<file path="src/rtl/mem_wb_if.sv">
// mem_wb_if: MEM->WB slot bus; master drives the MEM-side fields, slave presents the WB-side fields
interface mem_wb_if #(
  parameter int DATA_W = 32,
  parameter int ADDR_W = 5
);
  logic              mem_valid_i;
  logic [DATA_W-1:0] mem_pc_i;
  logic [DATA_W-1:0] mem_write_data_i;
  logic [ADDR_W-1:0] mem_write_addr_i;
  logic              mem_write_en_i;
  logic [DATA_W-1:0] mem_hi_i;
  logic [DATA_W-1:0] mem_lo_i;
  logic              mem_whilo_i;
  logic              wb_valid_o;
  logic [DATA_W-1:0] wb_pc_o;
  logic [DATA_W-1:0] wb_write_data_o;
  logic [ADDR_W-1:0] wb_write_addr_o;
  logic              wb_write_en_o;
  logic [DATA_W-1:0] wb_hi_o;
  logic [DATA_W-1:0] wb_lo_o;
  logic              wb_whilo_o;
  modport master (
    output mem_valid_i, mem_pc_i, mem_write_data_i, mem_write_addr_i, mem_write_en_i,
           mem_hi_i, mem_lo_i, mem_whilo_i,
    input  wb_valid_o, wb_pc_o, wb_write_data_o, wb_write_addr_o, wb_write_en_o,
           wb_hi_o, wb_lo_o, wb_whilo_o
  );
  modport slave (
    input  mem_valid_i, mem_pc_i, mem_write_data_i, mem_write_addr_i, mem_write_en_i,
           mem_hi_i, mem_lo_i, mem_whilo_i,
    output wb_valid_o, wb_pc_o, wb_write_data_o, wb_write_addr_o, wb_write_en_o,
           wb_hi_o, wb_lo_o, wb_whilo_o
  );
endinterface

</file>
<file path="src/rtl/mem_wb_reg.sv">
// mem_wb_reg: MEM/WB pipeline register (clk, async rst, stall/flush in; bus slot MEM->WB; debug_wb_* trace and retire_count out)
module mem_wb_reg #(
  parameter int DATA_W    = 32,
  parameter int ADDR_W    = 5,
  parameter int STALL_W   = 6,
  parameter int STALL_MEM = 4,
  parameter int STALL_WB  = 5
) (
  input  logic               clk,
  input  logic               rst,
  input  logic [STALL_W-1:0] stall,
  input  logic               flush,
  mem_wb_if.slave            bus,
  output logic [DATA_W-1:0]  debug_wb_pc,
  output logic [3:0]         debug_wb_rf_wen,
  output logic [ADDR_W-1:0]  debug_wb_rf_wnum,
  output logic [DATA_W-1:0]  debug_wb_rf_wdata,
  output logic [31:0]        retire_count
);
  typedef struct packed {
    logic              valid;
    logic [DATA_W-1:0] pc;
    logic [DATA_W-1:0] data;
    logic [ADDR_W-1:0] addr;
    logic              en;
    logic [DATA_W-1:0] hi;
    logic [DATA_W-1:0] lo;
    logic              whilo;
  } slot_t;
  slot_t       slot_in, slot_d, slot_q;
  logic [31:0] retire_d, retire_q;
  logic        bubble, hold, load;
  always_comb begin
    bubble  = flush | (stall[STALL_MEM] & ~stall[STALL_WB]);
    hold    = ~flush & stall[STALL_MEM] & stall[STALL_WB];
    load    = ~bubble & ~hold;
    // r0 is hard-wired zero, so writes to it are dropped here rather than in the regfile
    slot_in = '{valid: bus.mem_valid_i,
                pc:    bus.mem_pc_i,
                data:  bus.mem_write_data_i,
                addr:  bus.mem_write_addr_i,
                en:    bus.mem_write_en_i & bus.mem_valid_i & (bus.mem_write_addr_i != '0),
                hi:    bus.mem_hi_i,
                lo:    bus.mem_lo_i,
                whilo: bus.mem_whilo_i & bus.mem_valid_i};
    slot_d   = bubble ? '0 : hold ? slot_q : slot_in;
    retire_d = retire_q + {31'b0, load & bus.mem_valid_i};
  end
  always_ff @(posedge clk or posedge rst) begin
    if (rst) begin
      slot_q   <= '0;
      retire_q <= '0;
    end else begin
      slot_q   <= slot_d;
      retire_q <= retire_d;
    end
  end
  assign bus.wb_valid_o      = slot_q.valid;
  assign bus.wb_pc_o         = slot_q.pc;
  assign bus.wb_write_data_o = slot_q.data;
  assign bus.wb_write_addr_o = slot_q.addr;
  assign bus.wb_write_en_o   = slot_q.en;
  assign bus.wb_hi_o         = slot_q.hi;
  assign bus.wb_lo_o         = slot_q.lo;
  assign bus.wb_whilo_o      = slot_q.whilo;
  assign debug_wb_pc         = slot_q.pc;
  assign debug_wb_rf_wen     = {4{slot_q.en}};
  assign debug_wb_rf_wnum    = slot_q.addr;
  assign debug_wb_rf_wdata   = slot_q.data;
  assign retire_count        = retire_q;
endmodule

</file>
<file path="src/flat_wrapper.sv">
// flat-port wrapper written by rule: the top's interface ports become plain ports
module mem_wb_reg_flat 
#(
  parameter int DATA_W    = 32,
  parameter int ADDR_W    = 5,
  parameter int STALL_W   = 6,
  parameter int STALL_MEM = 4,
  parameter int STALL_WB  = 5
)
  (clk, rst, stall, flush, debug_wb_pc, debug_wb_rf_wen, debug_wb_rf_wnum, debug_wb_rf_wdata, retire_count, bus_mem_valid_i, bus_mem_pc_i, bus_mem_write_data_i, bus_mem_write_addr_i, bus_mem_write_en_i, bus_mem_hi_i, bus_mem_lo_i, bus_mem_whilo_i, bus_wb_valid_o, bus_wb_pc_o, bus_wb_write_data_o, bus_wb_write_addr_o, bus_wb_write_en_o, bus_wb_hi_o, bus_wb_lo_o, bus_wb_whilo_o);
  mem_wb_if #(.DATA_W(DATA_W), .ADDR_W(ADDR_W)) bus_i ();
  input  logic clk;
  input  logic rst;
  input  logic [STALL_W-1:0] stall;
  input  logic flush;
  output logic [DATA_W-1:0] debug_wb_pc;
  output logic [3:0] debug_wb_rf_wen;
  output logic [ADDR_W-1:0] debug_wb_rf_wnum;
  output logic [DATA_W-1:0] debug_wb_rf_wdata;
  output logic [31:0] retire_count;
  input wire logic [$bits(bus_i.mem_valid_i)-1:0] bus_mem_valid_i;
  input wire logic [$bits(bus_i.mem_pc_i)-1:0] bus_mem_pc_i;
  input wire logic [$bits(bus_i.mem_write_data_i)-1:0] bus_mem_write_data_i;
  input wire logic [$bits(bus_i.mem_write_addr_i)-1:0] bus_mem_write_addr_i;
  input wire logic [$bits(bus_i.mem_write_en_i)-1:0] bus_mem_write_en_i;
  input wire logic [$bits(bus_i.mem_hi_i)-1:0] bus_mem_hi_i;
  input wire logic [$bits(bus_i.mem_lo_i)-1:0] bus_mem_lo_i;
  input wire logic [$bits(bus_i.mem_whilo_i)-1:0] bus_mem_whilo_i;
  output wire logic [$bits(bus_i.wb_valid_o)-1:0] bus_wb_valid_o;
  output wire logic [$bits(bus_i.wb_pc_o)-1:0] bus_wb_pc_o;
  output wire logic [$bits(bus_i.wb_write_data_o)-1:0] bus_wb_write_data_o;
  output wire logic [$bits(bus_i.wb_write_addr_o)-1:0] bus_wb_write_addr_o;
  output wire logic [$bits(bus_i.wb_write_en_o)-1:0] bus_wb_write_en_o;
  output wire logic [$bits(bus_i.wb_hi_o)-1:0] bus_wb_hi_o;
  output wire logic [$bits(bus_i.wb_lo_o)-1:0] bus_wb_lo_o;
  output wire logic [$bits(bus_i.wb_whilo_o)-1:0] bus_wb_whilo_o;
  assign bus_i.mem_valid_i = bus_mem_valid_i;
  assign bus_i.mem_pc_i = bus_mem_pc_i;
  assign bus_i.mem_write_data_i = bus_mem_write_data_i;
  assign bus_i.mem_write_addr_i = bus_mem_write_addr_i;
  assign bus_i.mem_write_en_i = bus_mem_write_en_i;
  assign bus_i.mem_hi_i = bus_mem_hi_i;
  assign bus_i.mem_lo_i = bus_mem_lo_i;
  assign bus_i.mem_whilo_i = bus_mem_whilo_i;
  assign bus_wb_valid_o = bus_i.wb_valid_o;
  assign bus_wb_pc_o = bus_i.wb_pc_o;
  assign bus_wb_write_data_o = bus_i.wb_write_data_o;
  assign bus_wb_write_addr_o = bus_i.wb_write_addr_o;
  assign bus_wb_write_en_o = bus_i.wb_write_en_o;
  assign bus_wb_hi_o = bus_i.wb_hi_o;
  assign bus_wb_lo_o = bus_i.wb_lo_o;
  assign bus_wb_whilo_o = bus_i.wb_whilo_o;
  mem_wb_reg #(.DATA_W(DATA_W), .ADDR_W(ADDR_W), .STALL_W(STALL_W), .STALL_MEM(STALL_MEM), .STALL_WB(STALL_WB)) u_core (.clk(clk), .rst(rst), .stall(stall), .flush(flush), .bus(bus_i), .debug_wb_pc(debug_wb_pc), .debug_wb_rf_wen(debug_wb_rf_wen), .debug_wb_rf_wnum(debug_wb_rf_wnum), .debug_wb_rf_wdata(debug_wb_rf_wdata), .retire_count(retire_count));
endmodule
</file>
<file path="config.mk">
export PLATFORM = sky130hd
export DESIGN_NAME = mem_wb_reg_flat
export DESIGN_NICKNAME = d
export VERILOG_FILES = /design/src/rtl/mem_wb_if.sv /design/src/rtl/mem_wb_reg.sv /design/src/flat_wrapper.sv
export SDC_FILE = /design/constraint.sdc
export NUM_CORES = 1
export LEC_CHECK = 0
export ABC_AREA = 1
export BUFFER_PORTS_ARGS = -buffer_cell sky130_fd_sc_hd__buf_4
export CORE_AREA = 2 2 149 151
export DETAILED_ROUTE_END_ITERATION = 16
export DIE_AREA = 0 0 151 153
export SKIP_CTS_REPAIR_TIMING = 1
export SLEW_MARGIN = 20
export SYNTH_ARGS = -nofsm -noshare
export SYNTH_HDL_FRONTEND = slang
export SYNTH_SLANG_ARGS = --single-unit
</file>
<file path="constraint.sdc">
create_clock -name clk -period 7 [get_ports clk]
set_clock_uncertainty 0.15 [all_clocks]
set_input_delay 1.05 -clock clk [delete_from_list [all_inputs] [get_ports clk]]
set_output_delay 1.05 -clock clk [all_outputs]
set_load 0.1 [all_outputs]
</file>
Word-level counts from Yosys, hierarchy flattened --
Index checks and enable logic that the tools add are counted.
Word-level totals: input port bits 145, output and inout port bits 241, register bits 168, memories 0, RAM bits 0, logic and storage cells 27, latch bits 0, ROM bits 0
Cells by class: reduce and logical (&&, ||, !) cells 1, bitwise logic cells 13, $lt $le $gt $ge 0, $add $sub $neg 1, divide/modulo/power cells 0, multiplexer cells 2, shift operators 0, multiply operators 0, eq/ne operators 1
Operators by type and width (count):
- 136-bit 2-to-1 mux | 2
- 32-bit by 1-bit adder with 32-bit output | 1
- 1-bit AND | 8
- 5-bit nonzero test | 1
- 1-bit NOT | 4
- 2-bit by 1-bit inequality test with 1-bit output (second input constant) | 1
- 1-bit OR | 1

Depth between registers and ports, before layout --
depth after elaboration 7, mapped depth 16, depth with buffers taken out 15

Least setup slack after synthesis --
No wires, ideal clock.
path kind input port to flip-flop, start point input stall[5], end point register u_core.retire_q[30], in the netlist u_core.retire_count[30], slack 4.031 ns, data required time 6.728 ns, arrival time 2.696 ns, setup time 0.122 ns, stages on the path 15, cells stage by stage nand2_1 > nand3_1 > inv_2 > buf_6 > nand2_1 > inv_1 > ha_1 > ha_1 > nand2_1 > nor2_4 > nand2_1 > nor2_4 > nand2_1 > nand2_1 > nand2_1
Between the ends: word-level cells in the longest chain between the ends 7, elaborated cells on any way between the ends 9, those cells by class add/sub: 1; bitwise: 8
RTL lines:
- from (decl) | line flat_wrapper.sv:14 | input logic [STALL_W-1:0] stall;
- 1-bit NOT | line mem_wb_reg.sv:34 | bubble = flush | (stall[STALL_MEM] & ~stall[STALL_WB]);
- 1-bit AND | line mem_wb_reg.sv:34
- 1-bit OR | line mem_wb_reg.sv:34
- 1-bit NOT | line mem_wb_reg.sv:36 | load = ~bubble & ~hold;
- 1-bit AND * | line mem_wb_reg.sv:36
- 1-bit AND * | line mem_wb_reg.sv:47 | retire_d = retire_q + {31'b0, load & bus.mem_valid_i};
- 32-bit by 1-bit adder with 32-bit output * | line mem_wb_reg.sv:47
- net u_core.retire_d[30] | line mem_wb_reg.sv:31 | logic [31:0] retire_d, retire_q;
- to (signal assigned) | line mem_wb_reg.sv:55 | retire_q <= retire_d;
- to (decl) | line mem_wb_reg.sv:31
The timed path passes the listed nets; every way through them passes the cells marked *. A chain may end at the register's enable or synchronous reset.

Final worst setup path --
Ends and elaborated chain as after synthesis.

==> flow_summary.ini <==
[status]
status = complete, no violations

[final_layout]
syn2layout_area_growth_pct = 44.4
drive_gt1_frac = 0.456
layout.nets = 1072
diodes = 0
fill_cells = 1991
fin_cells = 1216

[place]
dp_cells = 1185
port_buffers = 381
place_congestion = 0.808
dp_worst_setup_slack_ns = 3.27
dpl.hpwl_um = 15100

[pwr]
p_leak_nw = 5.47
ir_drop_v = 0.000142
power_density_nw_per_um2 = 296
intPower_w = 0.00183
swShare = 0.396
p_comb_frac = 0.309
p_clk_frac = 0.334
power_frac_seq = 0.356
p_switching_w = 0.00120

[logic_synthesis]
synth_ff_type = dfrtp_1
synth-simple-area-share = 0.105
synthXorXnorAreaFrac = 0.0185
synthMuxAreaShare = 0
synth_cell_type_count = 19
netlist.area_leader.share = 0.592
synth_area_um2 = 7100
ys_seq_elements = 168
synth-seq-area-share = 0.592
yosys.cell_count.top_type = dfrtp_1
ys_warn_count = 0
syn-num-nets = 769
syn_inst = 621
synth_compound_area_frac = 0.163
avgSynthCellArea_um2 = 11.4
synth_fa_ha_area_frac = 0.00528
synth_edf_count = 0
synth_top_family_by_area = compound AO/OA/AOI/OAI gates
yosys.area.top_type = dfrtp_1
synth_top_cells_by_count = dfrtp_1 (168), a22o_1 (130), nand2_1 (109), buf_4 (86), nor2_1 (38)
yosys-top-cells-area = dfrtp_1 (59%), a22o_1 (16%), buf_4 (9.1%)
async_flop_share = 1.00

[setup_path]
crit_required_ns = 7.16
crit_buf_inv = 3
worst-endpoint-arrival_ns = 3.38
path_cells = buf_4, nand2_1, nand3_1, inv_4, nand2_1, inv_1, ha_1, ha_1, nand2_1, nor2_4, nand2_1, nor2_4, nand2_1, nand2_1, nand2_1
cp_common_cell = nand2_1
crit_slowest_cell = inv_4
cp-start-kind = input port
rr_worst_depth = 9
cp_max_fo = 55
critPathCaptureType = flop
path_depth = 15
path_class = input port to flop
max_stage_delay_ns = 0.48
cp_top_family = simple AND/OR/NAND/NOR gates

[timing]
slew_violations = 0
tightest_slew_ns = 0.922
setup_ws_ns = 3.77
setup_viol = 0
period_minus_slack_ns = 3.23
maxSlewHeadroom = 0.385
final_hold_viol_count = 0
grt_setup_unrepaired = false
fmax_ghz = 0.310
finalCritPeriodShare = 0.461
finalSetupTns_ns = 0

[die]
die_y_um = 153
coreArea_um2 = 21500
pin_count = 386
start_util = 0.331
rows = 54
dieArea_um2 = 23100
die_w_um = 151

[global_route]
antenna_found_initial = 0
grt_overflow = 0
grt_max_degree = 103
grt_pass1_vias = 5665
grt_pass1_wl_um = 31900
track_usage = 0.178

[job]
drv_cap = 0

[detailed_routing]
ant_nets = 0
wl_met1_um = 8610
dr.pass1.iters = 4
highest_layer = met4
drc_errors = 0
route.met2.wl_um = 10100
wire_per_inst_um = 17.2
via_per_inst = 4.62
totalWireLength_um = 20900
dr.first_iter.drc_count = 181
wl_met3_um = 1850
vias = 5616

[min_path]
hold_depth = 2
min_path_type = flop to flop

[clocking]
cts_made_buffers = 17
clock_latency_ns = 0.42
cts_tree = done
htree_levels = 4
clockBufferDepth = 2
root_buffer = clkbuf_16
clock_sinks = 168
clk_pin_slew_ns = 0.07
-- placed cells by master, fill, tap and decap left out, types with 2 or more instances in the layout --
| cell | count |
|---|---|
| a22o_1 | 130 |
| buf_4 | 385 |
| bufinv_16 | 4 |
| clkbuf_16 | 17 |
| clkinvlp_4 | 3 |
| dfrtp_1 | 168 |
| ha_1 | 3 |
| inv_1 | 25 |
| inv_6 | 5 |
| nand2_1 | 109 |
| nand2_2 | 2 |
| nand3_1 | 9 |
| nand3b_1 | 8 |
| nor2_1 | 38 |
| nor2_4 | 7 |
| o21ai_0 | 3 |
| xnor2_1 | 4 |
| xor2_1 | 11 |
-- sequential cells by signal, indices dropped and copies added, names as in the netlist --
name                        count
u_core.bus.wb_write_addr_o      5
u_core.bus.wb_valid_o           1
u_core.bus.wb_write_data_o     32
u_core.bus.wb_write_en_o        1
u_core.bus.wb_lo_o             32
u_core.retire_count            32
u_core.bus.wb_hi_o             32
u_core.bus.wb_pc_o             32
u_core.bus.wb_whilo_o           1
-- area by class of cell --
class / instances / area [µm²] / area share
Inverter: 27 / 109 / 0.0106
Clock buffer: 18 / 439 / 0.0428
Multi-Input combinational cell: 325 / 2080 / 0.202
Sequential cell: 168 / 4200 / 0.410
Timing Repair Buffer: 385 / 2890 / 0.282
Tap cell: 280 / 350 / 0.0341
Clock inverter: 13 / 191 / 0.0187
-- metrics by stage --
stage | util | hold slack [ns] | instance area, µm² | total power, W
2_1_floorplan | - | 0.829 | 7100 | 0.00184
3_3_place_gp | 0.448 | 0.317 | 9630 | 0.00204
6_report | 0.478 | 0.335 | 10300 | 0.00303
4_1_cts | 0.478 | 0.339 | 10300 | 0.00307
3_5_place_dp | 0.448 | 0.321 | 9630 | 0.00204
5_1_grt | 0.478 | 0.372 | 10300 | 0.00314
-- kinds of logic (layout without fill, tap and decap cells) --
kind of cell / Yosys count / count (layout)
flops: 168 / 168
compound gates: 134 / 134
xor+xnor: 15 / 15
buf+inv: 128 / 443
fa+ha+maj: 3 / 3
simple gates: 173 / 173
-- worst paths after layout --
kind	start	end	slack (ns)
min in group asynchronous	rst	u_core.bus.wb_pc_o[10]	0.64
setup / recovery	stall[5]	u_core.retire_count[30]	3.77
max in group asynchronous	rst	u_core.bus.wb_pc_o[24]	4.55
setup reg to reg	u_core.retire_count[0]	u_core.retire_count[30]	5.28
hold reg to reg	u_core.bus.wb_whilo_o	u_core.bus.wb_whilo_o	0.33
hold / removal	u_core.bus.wb_whilo_o	u_core.bus.wb_whilo_o	0.33
-- power groups by stage --
stage / clock network, W / logic [W] / registers (W)
2_1_floorplan: 0 / 0.000313 / 0.00152
3_3_place_gp: 0 / 0.000942 / 0.00110
3_5_place_dp: 0 / 0.000945 / 0.00110
4_1_cts: 0.00104 / 0.000945 / 0.00108
5_1_grt: 0.00108 / 0.000966 / 0.00109
6_report: 0.00101 / 0.000939 / 0.00108
-- metal layers --
metal	GRT usage	vias to the layer above
li1	-	2667
met1	0.227	2678
met2	0.288	250
met3	0.0600	21
met4	0.0534	0
met5	0	-
-- tightest hold or removal path: stages (launching register included) --
cell     delay (ns)
dfrtp_1        0.35
nand2_1        0.05
nand2_1        0.05
No activity file was read; power rests on OpenSTA's default activity.
